`src/rtl/dataint_chksum_pkg.sv`:
```
// Shared types for the multi-channel checksum engine: algorithm encoding and
// the decode of the raw 2-bit mode input.
package dataint_chksum_pkg;

    typedef enum logic [1:0] {
        CHK_SUM  = 2'd0,
        CHK_ONES = 2'd1,
        CHK_XOR  = 2'd2
    } chksum_mode_t;

    // The reserved encoding 3 behaves exactly like the plain modulo sum.
    function automatic chksum_mode_t decode_mode(input logic [1:0] raw);
        case (raw)
            2'd1:    return CHK_ONES;
            2'd2:    return CHK_XOR;
            default: return CHK_SUM;
        endcase
    endfunction

endpackage

```
`src/rtl/dataint_chksum_lane.sv`:
```
// One channel's running accumulator and saturating beat counter. Publishes the
// would-be next sum and count so the top can capture them on a frame's last beat.
module dataint_chksum_lane
    import dataint_chksum_pkg::*;
#(
    parameter int WIDTH   = 16,
    parameter int COUNT_W = 16
) (
    input  logic               i_clk,
    input  logic               i_rst_n,
    input  logic               i_clear,
    input  logic               i_accept,
    input  logic               i_last,
    input  chksum_mode_t       i_mode,
    input  logic [WIDTH-1:0]   i_data,
    output logic [WIDTH-1:0]   o_next,
    output logic [COUNT_W-1:0] o_count_next
);

    logic [WIDTH-1:0]   acc_q, acc_d;
    logic [COUNT_W-1:0] cnt_q, cnt_d;

    // A single end-around fold suffices: acc + data <= 2^(W+1)-2, so the
    // folded value never carries out again.
    function automatic logic [WIDTH-1:0] chksum_step(input chksum_mode_t mode,
                                                     input logic [WIDTH-1:0] acc,
                                                     input logic [WIDTH-1:0] data);
        logic [WIDTH:0] s;
        s = {1'b0, acc} + {1'b0, data};
        case (mode)
            CHK_ONES: return s[WIDTH-1:0] + WIDTH'(s[WIDTH]);
            CHK_XOR:  return acc ^ data;
            default:  return s[WIDTH-1:0];
        endcase
    endfunction

    always_comb begin
        o_next       = chksum_step(i_mode, acc_q, i_data);
        o_count_next = (&cnt_q) ? cnt_q : cnt_q + COUNT_W'(1);
        acc_d        = acc_q;
        cnt_d        = cnt_q;
        if (i_clear) begin
            acc_d = '0;
            cnt_d = '0;
        end else if (i_accept) begin
            acc_d = i_last ? '0 : o_next;
            cnt_d = i_last ? '0 : o_count_next;
        end
    end

    always_ff @(posedge i_clk or negedge i_rst_n) begin
        if (!i_rst_n) begin
            acc_q <= '0;
            cnt_q <= '0;
        end else begin
            acc_q <= acc_d;
            cnt_q <= cnt_d;
        end
    end

endmodule

```
`src/rtl/dataint_checksum_mc.sv`:
```
// Multi-channel frame checksum engine: per-channel lanes, channel decode and a
// one-slot valid/ready result register that can drain and reload in one cycle.
module dataint_checksum_mc
    import dataint_chksum_pkg::*;
#(
    parameter int WIDTH     = 16,
    parameter int CHANNELS  = 4,
    parameter int COUNT_W   = 16,
    parameter int INVERT_OC = 1,
    localparam int CH_W     = (CHANNELS > 1) ? $clog2(CHANNELS) : 1
) (
    input  logic               i_clk,
    input  logic               i_rst_n,
    input  logic               i_clear,
    input  logic [1:0]         i_mode,
    input  logic               i_valid,
    output logic               o_ready,
    input  logic [CH_W-1:0]    i_chan,
    input  logic [WIDTH-1:0]   i_data,
    input  logic               i_last,
    output logic               o_res_valid,
    input  logic               i_res_ready,
    output logic [WIDTH-1:0]   o_res_chksum,
    output logic [CH_W-1:0]    o_res_chan,
    output logic [COUNT_W-1:0] o_res_count,
    output logic               o_err_chan
);

    // Handshakes: a beat transfers on i_valid & o_ready and a result on
    // o_res_valid & i_res_ready; a held result stalls every channel.
    chksum_mode_t       mode;
    logic               beat_acc;
    logic               chan_valid;
    logic               load;
    logic [CHANNELS-1:0] lane_accept;
    logic [WIDTH-1:0]   lane_next [CHANNELS];
    logic [COUNT_W-1:0] lane_cnt  [CHANNELS];
    logic [WIDTH-1:0]   sel_next;
    logic [COUNT_W-1:0] sel_cnt;

    logic               res_valid_q, res_valid_d;
    logic [WIDTH-1:0]   res_chksum_q, res_chksum_d;
    logic [CH_W-1:0]    res_chan_q, res_chan_d;
    logic [COUNT_W-1:0] res_count_q, res_count_d;
    logic               err_chan_q, err_chan_d;

    assign mode       = decode_mode(i_mode);
    assign o_ready    = !res_valid_q || i_res_ready;
    assign beat_acc   = i_valid && o_ready;
    assign chan_valid = (CH_W+1)'(i_chan) < (CH_W+1)'(CHANNELS);
    assign load       = beat_acc && chan_valid && i_last && !i_clear;

    always_comb begin
        lane_accept = '0;
        sel_next    = '0;
        sel_cnt     = '0;
        for (int i = 0; i < CHANNELS; i++) begin
            if (i_chan == CH_W'(i)) begin
                lane_accept[i] = beat_acc;
                sel_next       = lane_next[i];
                sel_cnt        = lane_cnt[i];
            end
        end
    end

    for (genvar g = 0; g < CHANNELS; g++) begin : g_lane
        dataint_chksum_lane #(
            .WIDTH   (WIDTH),
            .COUNT_W (COUNT_W)
        ) u_lane (
            .i_clk        (i_clk),
            .i_rst_n      (i_rst_n),
            .i_clear      (i_clear),
            .i_accept     (lane_accept[g]),
            .i_last       (i_last),
            .i_mode       (mode),
            .i_data       (i_data),
            .o_next       (lane_next[g]),
            .o_count_next (lane_cnt[g])
        );
    end

    always_comb begin
        res_valid_d  = res_valid_q;
        res_chksum_d = res_chksum_q;
        res_chan_d   = res_chan_q;
        res_count_d  = res_count_q;
        err_chan_d   = beat_acc && !chan_valid && !i_clear;
        if (load) begin
            res_valid_d  = 1'b1;
            res_chksum_d = (mode == CHK_ONES && INVERT_OC != 0) ? ~sel_next : sel_next;
            res_chan_d   = i_chan;
            res_count_d  = sel_cnt;
        end else if (i_res_ready) begin
            res_valid_d = 1'b0;
        end
    end

    always_ff @(posedge i_clk or negedge i_rst_n) begin
        if (!i_rst_n) begin
            res_valid_q  <= 1'b0;
            res_chksum_q <= '0;
            res_chan_q   <= '0;
            res_count_q  <= '0;
            err_chan_q   <= 1'b0;
        end else begin
            res_valid_q  <= res_valid_d;
            res_chksum_q <= res_chksum_d;
            res_chan_q   <= res_chan_d;
            res_count_q  <= res_count_d;
            err_chan_q   <= err_chan_d;
        end
    end

    assign o_res_valid  = res_valid_q;
    assign o_res_chksum = res_chksum_q;
    assign o_res_chan   = res_chan_q;
    assign o_res_count  = res_count_q;
    assign o_err_chan   = err_chan_q;

endmodule

```
`config.mk`:
```
export PLATFORM = sky130hd
export DESIGN_NAME = dataint_checksum_mc
export DESIGN_NICKNAME = d
export VERILOG_FILES = /design/src/rtl/dataint_chksum_pkg.sv /design/src/rtl/dataint_chksum_lane.sv /design/src/rtl/dataint_checksum_mc.sv
export SDC_FILE = /design/constraint.sdc
export NUM_CORES = 1
export LEC_CHECK = 0
export CORE_MARGIN = 5
export CORE_UTILIZATION = 63
export DETAILED_ROUTE_END_ITERATION = 16
export PLACE_DENSITY = 0.82
export REMOVE_ABC_BUFFERS = 1
export SLEW_MARGIN = 25
export SYNTH_ARGS = -nofsm -noshare
export SYNTH_HDL_FRONTEND = slang
export SYNTH_SLANG_ARGS = --single-unit
```
`constraint.sdc`:
```
create_clock -name i_clk -period 7.3 [get_ports i_clk]
set_input_delay 1.095 -clock i_clk [delete_from_list [all_inputs] [get_ports i_clk]]
set_output_delay 1.095 -clock i_clk [all_outputs]
set_load 0.005 [all_outputs]
```
==> results of run 1 <==
[flip-flops by register name, indices dropped and copies added (netlist names)]
name / count
g_lane.u_lane.cnt_q: 64
o_res_chan: 2
g_lane.u_lane.acc_q: 64
o_res_count: 16
o_res_chksum: 16
o_res_valid: 1
[critical path, cell delays in order]
cell             delay, ns
clkdlybuf4s50_1       0.50
inv_1                 0.17
fa_1                  0.48
nand2b_1              0.22
a2111o_1              0.43
a211oi_1              0.41
o22a_1                0.25
a21oi_1               0.07
o21ai_0               0.27
a21o_1                0.17
a21o_1                0.19
ha_1                  0.19
nand3_1               0.14
a211oi_1              0.26
and3_1                0.28
nand3_1               0.18
or4b_1                0.66
or4_1                 0.53
nand3_1               0.14
a32oi_1               0.08
and3_4                0.22
o31ai_2               0.20
[where the power goes]
part / switching [W] / internal, W
logic: 0.000397 / 0.000258
clock network: 0.000447 / 0.000480
registers: 0.0000267 / 0.000940
[cells in the mapped netlist, types with 7 or more instances]
cell | n | area (sq um)
inv_1 | 46 | 173
o31ai_1 | 25 | 188
a22oi_1 | 18 | 135
buf_1 | 8 | 30.0
and2_1 | 24 | 150
nand2b_1 | 16 | 100
nor3b_1 | 9 | 67.6
xor2_1 | 25 | 219
o21a_1 | 24 | 180
dfrtp_1 | 163 | 4080
nor2_1 | 144 | 541
nand3_1 | 53 | 265
a22o_1 | 48 | 420
or2_2 | 10 | 62.6
or4_1 | 7 | 52.6
and4_1 | 8 | 70.1
mux2i_1 | 19 | 190
a32oi_1 | 7 | 61.3
o21ai_0 | 207 | 1040
ha_1 | 78 | 976
a221o_1 | 8 | 80.1
a221oi_1 | 7 | 61.3
nand2_1 | 219 | 822
o211ai_1 | 14 | 105
and3_1 | 40 | 250
or3_1 | 16 | 100
nor4_1 | 14 | 87.6
xnor2_1 | 55 | 482
nand4_1 | 18 | 113
o311ai_0 | 11 | 96.3
clkbuf_1 | 103 | 387
a21oi_1 | 119 | 596
o22ai_1 | 9 | 56.3
a211oi_1 | 16 | 120
mux4_2 | 21 | 473
nor3_1 | 48 | 240
a21o_1 | 31 | 233
a31oi_1 | 17 | 106
nor2b_1 | 17 | 106
[final timing paths]
| check | endpoint | slack, ns | cells after the start | from |
|---|---|---|---|---|
| setup / recovery | o_res_chksum[15]$_DFFE_PN0P_ | 0.51 | 22 | i_data[1] |
| hold / removal | o_res_chan[0]$_DFFE_PN0P_ | 0.48 | 2 | o_res_chan[0]$_DFFE_PN0P_ |
| setup reg to reg | o_res_chksum[15]$_DFFE_PN0P_ | 1.34 | 22 | g_lane[2].u_lane.acc_q[0]$_DFFE_PN0P_ |
| hold reg to reg | o_res_chan[0]$_DFFE_PN0P_ | 0.48 | 2 | o_res_chan[0]$_DFFE_PN0P_ |
| max in group asynchronous | g_lane[3].u_lane.cnt_q[1]$_DFFE_PN0P_ | 5.28 | 2 | i_rst_n |
| min in group asynchronous | g_lane[2].u_lane.acc_q[4]$_DFFE_PN0P_ | 0.77 | 1 | i_rst_n |
[cells by family after synthesis]
logic type	Yosys count	share of synthesized area (%)
flops	163	27.6
other cells	1	0.0253
mux	46	4.94
fa+ha+maj	82	7.14
compound gates	655	29.5
xor+xnor	80	4.74
simple gates	667	21.9
buf+inv	163	4.18
[per-stage QoR]
step	cells	util (%)	setup slack (ns)
3_3_place_gp	2154	67.1	0.357
3_5_place_dp	2154	67.1	0.176
2_1_floorplan	1743	-	1.47
5_1_grt	2185	69.6	0.178
6_report	2185	69.6	0.513
4_1_cts	2185	69.5	0.630
[final cells by class]
| cell class | count | area (sq um) | share of cell area (%) |
|---|---|---|---|
| multi-input combinational | 1531 | 10200 | 62.5 |
| sequential | 163 | 4080 | 25.1 |
| timing repair buffer | 92 | 848 | 5.22 |
| clock buffer | 17 | 425 | 2.62 |
| tap | 319 | 399 | 2.46 |
| inverter | 49 | 184 | 1.13 |
| clock inverter | 14 | 149 | 0.917 |
[routing by layer]
metal	wire [um]	up-vias
met1	21300	7306
met5	0	-
li1	-	6976
met4	1790	0
met2	20700	1003
met3	5790	127
[cells in the final DEF (no fill, tap or decap), drive strengths merged, types with 8 or more instances in the layout]
cell type,Yosys,routed
nand2,219,219
o21ai,208,208
dfrtp,163,163
nor2,144,144
a21oi,119,119
ha,78,78
clkdlybuf4s50,0,60
xnor2,55,55
nand3,53,53
inv,47,52
a22o,48,48
nor3,48,48
and3,42,42
a21o,32,32
buf,11,32
o31ai,26,26
xor2,25,25
o21a,24,24
and2,24,24
mux4,21,21
mux2i,19,19
nand4,18,18
a22oi,18,18
nor2b,17,17
a31oi,17,17
clkbuf,103,17
nand2b,16,16
a211oi,16,16
or3,16,16
o211ai,14,14
nor4,14,14
o311ai,13,13
or2,10,10
or4,10,10
nor3b,9,9
o22ai,9,9
and4,8,8
a221o,8,8
clkinv,2,8
==> metrics.txt, run 1 <==
status=finished clean; largest net degree at the start of global routing=94; Worst EP required=~7.7 ns; placed cell area=15700 sq um; Clock transition at path regs=roughly 0.07 ns; Fillers=slightly below 2000; CTS Buffer Depth=2; Synth warnings=0; DRT antenna net count=0; total power=between 0.002 and 0.003 W; initial core utilization=63.4%; highest clock rate=between 100 and 150 MHz; TritonCTS clock tree=yes; n_diodes=0; first-pass GRT wire length=around 77000 um; Worst VDD drop=around 0.094 mV; Via density=7.05; DP HPWL=35000 um; post-route cell area=about 16000 sq um; Most used DFF post-synth=dfrtp_1; Post-Synthesis Cells=1857; Worst Path Arrival=7.13 ns; Vias=15400; DRC viols=0; post-cts resize count=0; pwr dens=157 nW/um^2; Root Driver=clkbuf_16; CTS Buf Count=17; H-Tree Level Count=4; Die H=163 um; cts hold-fix bufs=0; placeable core area=roughly 23000 sq um; antenna violations before repair=0; EDFF count, synth=0; vias in the first global route=13900; worst relative slew slack=between 20% and 30%; grt met2 use=a little over half; Post-synth ARST share=between 90% and 100%; Mapped Area=between 10000 and 15000 sq um; crit share post-route=between 90% and 100%; Cell Rows=56; Die Wd=around 160 um; post-CTS setup buffers=0; GRT Residual Overflow=0; Total Wirelength=approximately 50000 um; CP startpoint kind=input port; RSZ-0062 raised after global routing=no; layout cells sized above 1=under 10%; Worst setup EP type=flop; Avg WL per Cell=around 23 um; M1 GR Usage=a little over half; max cap viols=0; final setup violation count=0; I/O pin count=between 60 and 70; global route hottest layer=met1; Leak=6.85 nW; syn_area_per_cell=about 8 sq um; Yosys reg bits=~160; final RePlAce weighted congestion=~0.98; die area=26600 sq um; Clock Skew=about 0.013 ns; area grow syn2layout=9.75%; DRT Pass-1 Iters=6; final-report max-slew violation count=0; final hold slack=between 0.4 and 0.5 ns; critical path type=input port to flop; Slew @ Worst Pin=between 1 and 1.5 ns; met3 Resource Use GR=under 10%; final setup TNS=0 ns; Layout Nets=1962; Worst-Skew Late Latency=approximately 0.44 ns; Final Critical Period=between 6 and 7 ns; HP Class=flop to flop; crit-path max FO=4; Hold Fails Final Rpt=0; total track usage=a little over a third; port buffer count=around 60; sequential share of the synthesized area=around 28%; Yosys cell types=84; initial DRC count=~2100; Num Clock Sinks=around 160
Note: power is estimated with default switching activity, not from simulation.
==> inputs of run 2 (changes only) <==
--- a/config.mk
+++ b/config.mk
@@ -5,11 +5,13 @@
 export SDC_FILE = /design/constraint.sdc
 export NUM_CORES = 1
 export LEC_CHECK = 0
-export CORE_MARGIN = 5
-export CORE_UTILIZATION = 63
+export CORE_MARGIN = 2
+export CORE_UTILIZATION = 65
 export DETAILED_ROUTE_END_ITERATION = 16
-export PLACE_DENSITY = 0.82
+export DONT_BUFFER_PORTS = 1
+export PLACE_DENSITY = 0.81
 export REMOVE_ABC_BUFFERS = 1
+export SETUP_SLACK_MARGIN = 0.05
 export SLEW_MARGIN = 25
 export SYNTH_ARGS = -nofsm -noshare
 export SYNTH_HDL_FRONTEND = slang
==> run 2 against run 1 <==
Clock skew shrank 0.0017 ns; first-iteration DRC count grew 6.1%; total power shrank 2.5%; highest routed layer unchanged; non-clock buffer count shrank 72; worst hold slack lost 0.14 ns; maximum frequency grew 6.3%; die area shrank 10%; final cell count shrank 4.9%; combinational power shrank 19%; sequential cell count is the same; global-route usage grew 2.4 points.
==> metrics.txt, run 2 (same netlist as run 1, synthesis figures left out) <==
Die Wd=155 um (was 163 um); final-report max-slew violation count=0 (unchanged); worst r2r src=g_lane[0].u_lane.acc_q[0]$_DFFE_PN0P_ (was g_lane[2].u_lane.acc_q[0]$_DFFE_PN0P_); final hold slack=0.339 ns (was 0.478 ns); final setup violation count=0 (unchanged); Worst EP required=7.63 ns (was 7.65 ns); port buffer count=0 (was 61); reg-to-reg slack, setup=1.17 ns (was 1.34 ns); CTS Buffer Depth=2 (unchanged); met3 Resource Use GR=10.9% (was 7.17%); final setup TNS=0 ns (unchanged); Final Critical Period=6.39 ns (was 6.79 ns); Via density=7.22 (was 7.05); initial DRC count=2237 (was 2109); M1 GR Usage=56.6% (was 54.9%); crit-path max FO=6 (was 4); Crit path buffers/inverters=1 (was 2); Largest regs=g_lane.u_lane.acc_q (64), g_lane.u_lane.cnt_q (64) (unchanged); GRT Residual Overflow=0 (unchanged); Num Clock Sinks=163 (unchanged); Slew @ Worst Pin=1.10 ns (about the same); Worst Path Arrival=6.72 ns (was 7.13 ns); Leak=6.59 nW (was 6.85 nW); placeable core area=22500 sq um (was 23300 sq um); Cell Rows=55 (was 56); Layout Nets=1890 (was 1962); largest stage delay on the critical path=0.57 ns (was 0.66 ns); crit share post-route=87.5% (was 93.0%); Top delay family on crit path=simple AND/OR/NAND/NOR gates (unchanged); antenna violations before repair=0 (unchanged); Fillers=1826 (was 1962); pwr dens=160 nW/um^2 (was 157 nW/um^2); Die H=155 um (was 163 um); global route hottest layer=met1 (unchanged); first-pass GRT wire length=73800 um (was 77000 um); Worst setup EP type=flop (unchanged); n_diodes=0 (unchanged); grt met2 use=53.9% (was 52.2%); I/O pin count=63 (unchanged); r2r worst-path depth=24 (was 22); TritonCTS clock tree=yes (unchanged); post-CTS setup buffers=0 (unchanged); worst relative slew slack=26.4% (was 26.3%); Total Wirelength=46600 um (was 49500 um); CP startpoint kind=input port (unchanged); Avg WL per Cell=22.4 um (was 22.7 um); CP max-delay cell=nor4_1 (was or4b_1); commonest non-fill, non-tap cell in the layout=nand2_1 (unchanged); Worst VDD drop=0.153 mV (was 0.0945 mV); DRC viols=0 (unchanged); area grow syn2layout=4.94% (was 9.75%); Clock Skew=0.0112 ns (was 0.0129 ns); cts hold-fix bufs=0 (unchanged); RSZ-0062 raised after global routing=no (unchanged); Vias=15000 (was 15400); Root Driver=clkbuf_16 (unchanged); highest clock rate=157 MHz (was 147 MHz); Hold Fails Final Rpt=0 (unchanged); reg2reg end=o_res_chksum[14]$_DFFE_PN0P_ (was o_res_chksum[15]$_DFFE_PN0P_); DRT antenna net count=0 (unchanged); largest net degree at the start of global routing=164 (was 94); max cap viols=0 (unchanged); DP HPWL=32200 um (was 35000 um); final RePlAce weighted congestion=0.978 (was 0.977); die area=24000 sq um (was 26600 sq um); layout cells sized above 1=6.19% (was 6.75%); total track usage=38.9% (was 36.5%); Worst-Skew Late Latency=0.45 ns (was 0.44 ns); CTS Buf Count=17 (unchanged); critical path type=input port to flop (unchanged); post-cts resize count=0 (unchanged); H-Tree Level Count=4 (unchanged); DRT Pass-1 Iters=7 (was 6); initial core utilization=65.7% (was 63.4%); status=finished clean (unchanged); critical-path cell list=ha_1 > inv_1 > fa_1 > nand2b_1 > a21oi_1 > o21a_1 > a21oi_1 > a21oi_1 > nor2_1 > nor2_1 > o21ai_0 > nand2b_1 > ha_1 > nor2b_1 > nand2b_1 > nor3_1 > nand4_1 > nor4b_1 > nand3_1 > o211a_1 > nor4_1 > a311o_1 > nand3_1 > a41o_1 (was clkdlybuf4s50_1 > inv_1 > fa_1 > nand2b_1 > a2111o_1 > a211oi_1 > o22a_1 > a21oi_1 > o21ai_0 > a21o_1 > a21o_1 > ha_1 > nand3_1 > a211oi_1 > and3_1 > nand3_1 > or4b_1 > or4_1 > nand3_1 > a32oi_1 > and3_4 > o31ai_2); most frequent cells in the layout=217 x nand2_1, 207 x o21ai_0, 163 x dfrtp_1 (unchanged); HP Class=input port to async pin (was flop to flop); final core utilization=69.0% (was 69.6%); vias in the first global route=13900 (about the same); Clock transition at path regs=0.08 ns (was 0.07 ns)
run 2: changes by cell type in the layout (fill, tap and decap cells not counted), moves of 2 or more:
| cell | delta |
|---|---|
| clkdlybuf4s50_1 | -60 |
| buf_4 | -10 |
| inv_8 | +2 |
| bufinv_16 | +2 |
| nor2_1 | +2 |
| buf_6 | -2 |
run 2: worst max path at each step:
| stage | slack (ns) | cells after the start | end | start |
|---|---|---|---|---|
| floorplan | 1.47 | 22 | o_res_chksum[15]$_DFFE_PN0P_ | i_data[0] |
| global placement | 0.88 | 21 | o_res_chksum[15]$_DFFE_PN0P_ | i_data[1] |
| detailed placement | 0.69 | 21 | o_res_chksum[15]$_DFFE_PN0P_ | i_data[1] |
| CTS | 1.10 | 21 | o_res_chksum[15]$_DFFE_PN0P_ | i_data[1] |
| global route | 0.71 | 24 | o_res_chksum[8]$_DFFE_PN0P_ | i_data[0] |
| finish | 0.91 | 24 | o_res_chksum[14]$_DFFE_PN0P_ | i_data[0] |
run 2: worst reg2reg max path: cells and delay by family (launching register included):
kind | cells | cell delay (ns)
adder cells (fa/ha/maj) | 3 | 0.81
AO/OA/AOI/OAI | 8 | 1.94
AND/OR/NAND/NOR | 12 | 2.83
buffers and inverters | 1 | 0.06
flip-flops | 1 | 0.37
run 2: per-stage QoR:
step                      area (sq um)  total power [W]  worst slack [ns]  instances
after floorplan                  14400          0.00135              1.47       1743
after global placement           14900          0.00148             0.884       2048
after detailed placement         14900          0.00150             0.687       2048
after CTS                        15500          0.00247              1.10       2079
after global routing             15500          0.00257             0.713       2079
final                            15500          0.00249             0.913       2079
run 2: per-layer routing:
layer / share of wire (%) / wire length (um)
met5: 0 / 0
met4: 4.7 / 2200
met3: 13 / 6170
met2: 40 / 18800
met1: 42 / 19400
run 2: layout make-up:
cell class              count  area, sq um  share of cell area (%)
well taps                 285          357                    2.30
multi-input cells        1531        10100                    65.3
flip-flops and latches    163         4080                    26.3
clock inverters            14          194                    1.25
repair buffers             20          150                   0.967
clock buffers              17          425                    2.74
inverters                  49          184                    1.18
run 2: power breakdown:
part | leakage, nW | internal, W | switching (W)
clock network | 0.302 | 0.000550 | 0.000433
logic | 4.04 | 0.000194 | 0.000334
registers | 2.24 | 0.000940 | 0.0000340
total | 6.59 | 0.00168 | 0.000801
